`config.mk`:
```
export PLATFORM = sky130hd
export DESIGN_NAME = bit_packer
export DESIGN_NICKNAME = d
export VERILOG_FILES = /design/src/rtl/bit_packer.sv
export SDC_FILE = /design/constraint.sdc
export NUM_CORES = 1
export LEC_CHECK = 0
export CORE_UTILIZATION = 35
export DETAILED_ROUTE_END_ITERATION = 10
export GPL_TIMING_DRIVEN = 0
export PLACE_DENSITY = 0.57
export SYNTH_ARGS = -nofsm -noshare
export SYNTH_HDL_FRONTEND = slang
export SYNTH_SLANG_ARGS = --single-unit
```
`constraint.sdc`:
```
create_clock -name clk -period 1.8 [get_ports clk]
set_input_delay 0.27 -clock clk [delete_from_list [all_inputs] [get_ports clk]]
set_output_delay 0.27 -clock clk [all_outputs]
set_load 0.1 [all_outputs]
```
`src/rtl/bit_packer.sv`:
```
// bit_packer: joins a payload channel and a destination-address channel into
// one flit ({data, address}) and queues assembled flits in a small FIFO ahead
// of the output port. The send-side counterpart of the bit slicer: flit bits
// [FLIT_W-1:ADDR_W] carry the payload, bits [ADDR_W-1:0] carry the address.
//
// Optional feature macro: BIT_PACKER_COUNT_EN adds the pkt_count output, a
// 16-bit wrapping count of flits assembled since reset.
//
// Ports:
//   clk            single clock, all state changes on its rising edge
//   reset          synchronous, active-high reset
//   in_data        payload word (DATA_W bits)
//   in_data_valid  payload offered
//   in_data_ready  payload accepted when valid & ready at a rising edge
//   in_addr        destination address (ADDR_W bits)
//   in_addr_valid  address offered
//   in_addr_ready  address accepted when valid & ready at a rising edge
//   out_flit       head-of-queue flit, 0 when the queue is empty
//   out_valid      flit available
//   out_ready      downstream accepts when out_valid & out_ready at an edge
//   pkt_count      flits assembled (only with BIT_PACKER_COUNT_EN)
module bit_packer #(
  parameter int DATA_W = 7,
  parameter int ADDR_W = 4,
  parameter int DEPTH  = 2
) (
  input  logic                     clk,
  input  logic                     reset,
  input  logic [DATA_W-1:0]        in_data,
  input  logic                     in_data_valid,
  output logic                     in_data_ready,
  input  logic [ADDR_W-1:0]        in_addr,
  input  logic                     in_addr_valid,
  output logic                     in_addr_ready,
  output logic [DATA_W+ADDR_W-1:0] out_flit,
  output logic                     out_valid,
  input  logic                     out_ready
`ifdef BIT_PACKER_COUNT_EN
  ,
  output logic [15:0]              pkt_count
`endif
);

  localparam int FLIT_W = DATA_W + ADDR_W;
  localparam int PTR_W  = $clog2(DEPTH);
  localparam int CNT_W  = PTR_W + 1;
  localparam logic [CNT_W-1:0] DEPTH_C = CNT_W'(DEPTH);
  localparam logic [PTR_W-1:0] LAST_PTR = PTR_W'(DEPTH - 1);

  logic              data_full;
  logic [DATA_W-1:0] data_reg;
  logic              addr_full;
  logic [ADDR_W-1:0] addr_reg;

  logic [FLIT_W-1:0] mem [DEPTH];
  logic [PTR_W-1:0]  wr_ptr;
  logic [PTR_W-1:0]  rd_ptr;
  logic [CNT_W-1:0]  count;

  logic join_now;
  logic pop;
  logic data_take;
  logic addr_take;

  // A join needs both halves present and a free FIFO slot. A pop in the same
  // cycle does not free a slot for a join, so a full queue always blocks.
  assign join_now  = data_full & addr_full & (count < DEPTH_C);
  assign pop       = out_valid & out_ready;

  // A holding register can reload in the same cycle its content joins.
  assign in_data_ready = ~reset & (~data_full | join_now);
  assign in_addr_ready = ~reset & (~addr_full | join_now);
  assign data_take     = in_data_valid & in_data_ready;
  assign addr_take     = in_addr_valid & in_addr_ready;

  assign out_valid = (count != '0);
  assign out_flit  = out_valid ? mem[rd_ptr] : '0;

  // Holding registers, FIFO pointers and occupancy. A reload takes priority
  // over the clear caused by a join so the next value is not lost.
  always_ff @(posedge clk) begin
    if (reset) begin
      data_full <= 1'b0;
      data_reg  <= '0;
      addr_full <= 1'b0;
      addr_reg  <= '0;
      wr_ptr    <= '0;
      rd_ptr    <= '0;
      count     <= '0;
    end else begin
      if (data_take) begin
        data_full <= 1'b1;
        data_reg  <= in_data;
      end else if (join_now) begin
        data_full <= 1'b0;
      end

      if (addr_take) begin
        addr_full <= 1'b1;
        addr_reg  <= in_addr;
      end else if (join_now) begin
        addr_full <= 1'b0;
      end

      if (join_now) begin
        wr_ptr <= (wr_ptr == LAST_PTR) ? '0 : wr_ptr + 1'b1;
      end

      if (pop) begin
        rd_ptr <= (rd_ptr == LAST_PTR) ? '0 : rd_ptr + 1'b1;
      end

      case ({join_now, pop})
        2'b10:   count <= count + 1'b1;
        2'b01:   count <= count - 1'b1;
        default: count <= count;
      endcase
    end
  end

  // FIFO storage carries no reset; emptiness is tracked by count alone.
  always_ff @(posedge clk) begin
    if (!reset && join_now) begin
      mem[wr_ptr] <= {data_reg, addr_reg};
    end
  end

`ifdef BIT_PACKER_COUNT_EN
  logic [15:0] pkt_count_r;

  always_ff @(posedge clk) begin
    if (reset) begin
      pkt_count_r <= '0;
    end else if (join_now) begin
      pkt_count_r <= pkt_count_r + 16'd1;
    end
  end

  assign pkt_count = pkt_count_r;
`endif

endmodule

```
==> impl_metrics.json <==
{
  "htreeDepth": 2,
  "crit_chain": "buf_4 > mux2i_1 > nor2_4 > buf_4",
  "numPlacedInstances": 199,
  "io_buffers": 29,
  "overflow": 0,
  "nNetsFinal": 171,
  "worstPathMaxFanout": 10,
  "ir_drop_v": 0.000645,
  "ys_ff_latch": 40,
  "slew_headroom_pct": 59.7,
  "seq_area_frac_synth_pct": 64.5,
  "max_stage_delay_ns": 0.34,
  "tightest_slew_ns": 0.604,
  "r2r_cells": 5,
  "cts_buffers": 5,
  "grt_max_degree": 13,
  "clk_path_buf_depth": 2,
  "routedWlPerCell_microns": 12.8,
  "cp.required_ns": 1.53,
  "synth-edff-count": 22,
  "power_density_mw_per_mm2": 1130,
  "yosys_warnings": 0,
  "drtPass1Iterations": 4,
  "num_vias": 957,
  "hp-class": "reg -> reg",
  "floorplan.initialDensity_pct": 36.4,
  "globalplace.congestion": 0.663,
  "cp-end-kind": "output port",
  "ys_async_sr_fraction_pct": 0,
  "pwr-share-comb_pct": 32.3,
  "die_w_microns": 69.3,
  "ios": 30,
  "period_share_pct": 94.7,
  "yosys-top-cells-area": "edfxtp_1, dfxtp_1, mux2i_1",
  "synthCells": 118,
  "yosysTopAreaCell": "edfxtp_1",
  "swShare_pct": 36.1,
  "vias_per_cell": 4.62,
  "min_path_cells": 0,
  "clk_pin_slew_worst_paths_ns": 0.06,
  "power_frac_seq_pct": 44.7,
  "final_area_sq_mm": 0.00208,
  "grt_use_total_pct": 12.3,
  "cts-root-buf": "clkbuf_8",
  "die_h_microns": 69.3,
  "post-dp-hpwl_microns": 1870,
  "tns_ns": 0,
  "clkPwrFrac_pct": 22.9,
  "worst_setup_path_start_kind": "register",
  "crit_path_frequent_cell": "buf_4",
  "antenna_found_initial": 0,
  "antennaDiodeCount": 0,
  "fmax_mhz": 586,
  "internal-power_w": 0.00150,
  "hold_viol": 0,
  "maxCapViolations": 0,
  "status": "complete, no violations",
  "synth_common_cells": "edfxtp_1, dfxtp_1, nor2_1",
  "syn-num-nets": 135,
  "largest_register_ffs": 22,
  "grt_pass1_wl_microns": 4320,
  "grt_pass1_vias": 918,
  "dieArea_sq_mm": 0.00480,
  "finalMaxSlewViolations": 0,
  "fin_util_pct": 47.8,
  "stdcell_count": 207,
  "num_rows": 24,
  "yosysMostFrequentCell": "edfxtp_1",
  "cts_sinks": 40,
  "whs_ns": 0.446,
  "cts_tree": "yes",
  "synth_top_area_share_pct": 41.7,
  "postSynthAreaPerCell_sq_um": 13.4,
  "finClkSkew_ns": 0.00467,
  "syn_to_final_growth_pct": 31.5,
  "drive_gt1_share_pct": 31.0,
  "drt_wl_total_microns": 2650,
  "crit_type": "reg -> out",
  "rsz0062_at_grt": "no",
  "drtIter0Drc": 35,
  "coreArea_sq_mm": 0.00435,
  "post_dp_cell_area_sq_mm": 0.00199,
  "final-setup-viol-count": 0,
  "switchingPower_w": 0.000848,
  "ant_nets": 0,
  "fillers": 404,
  "synthFlopType": "edfxtp_1",
  "leakagePower_nw": 0.781,
  "syn_area_sq_mm": 0.00158,
  "critical-path-slowest-cell": "dfxtp_1",
  "clock_latency_ns": 0.28,
  "worstPathArrival_ns": 1.44,
  "synth.distinct_cells": 23,
  "min_period_ns": 1.71,
  "postCtsSetupBuffers": 0,
  "drcViolationCount": 0
}
## cells in the final DEF, fill, tap and decap left out, drive strengths merged, types with 7 or more instances in the layout
cell           count
a21oi              7
buf               14
clkbuf            11
clkdlybuf4s50     14
dfxtp             18
edfxtp            22
mux2              11
mux2i             11
nor2              18
nor2b             11
## logic make-up after synthesis
| kind of cell | count (synthesis) | synth area share, % |
|---|---|---|
| flip-flops | 40 | 64.5 |
| AND/OR/NAND/NOR | 36 | 12.4 |
| AO/OA/AOI/OAI | 9 | 3.79 |
| adder cells (fa/ha/maj) | 1 | 0.790 |
| multiplexers | 22 | 14.8 |
| XOR/XNOR | 4 | 2.21 |
| buffers and inverters | 6 | 1.58 |
## power groups by stage
| stage | Clock, W | Sequential [W] | Combinational [W] |
|---|---|---|---|
| after floorplan | 0 | 0.00106 | 0.000594 |
| after global placement | 0 | 0.00106 | 0.000756 |
| after detailed placement | 0 | 0.00107 | 0.000765 |
| after CTS | 0.000559 | 0.00105 | 0.000765 |
| after global routing | 0.000600 | 0.00106 | 0.000799 |
| final | 0.000539 | 0.00105 | 0.000760 |
## final timing paths
path	to	slack, ns	from
min reg2reg	mem[1][7]	0.45	data_reg[3]
min	mem[1][7]	0.45	data_reg[3]
max	out_flit[7]	0.09	register
max reg2reg	count[1]	0.19	count[1]
## repair_timing
item | CTS | global route
endpoints found under the setup margin | 36 | 3
resized for setup | 92 | 5
hold buffers | 0 | 0
hold endpoints to repair | 0 | 0
pin swaps | 0 | 0
## metal layers
metal	up-vias	part of all wire [%]	GRT usage, %
li1	483	-	-
met1	446	39	12.8
met2	22	54	21.8
met3	6	4.6	4.51
met4	0	1.9	5.44
met5	-	0	0
## worst max-delay path, delay by kind of cell, from the launching register on
kind / cells / cell delay [ns]
and+or+nand+nor: 1 / 0.04
muxes: 1 / 0.32
buffers and inverters: 2 / 0.46
DFF: 1 / 0.34
## metrics by stage
step | power [W] | setup slack [ns]
floorplan | 0.00165 | -0.576
global placement | 0.00182 | -1.22
detailed placement | 0.00183 | -1.13
CTS | 0.00237 | 0.0345
global route | 0.00246 | 0.00506
finish | 0.00235 | 0.0947
## cell type report
cell class	count	area, sq um	share of cell area, %
Buffer	4	42.5	2.04
Clock buffer	7	76.3	3.66
Clock inverter	1	5.00	0.240
Inverter	2	7.51	0.360
Multi-Input combinational cell	72	611	29.3
Sequential cell	40	1020	49.0
Tap cell	52	65.1	3.12
Timing Repair Buffer	29	255	12.3
Note: power is estimated with default switching activity, not from simulation.
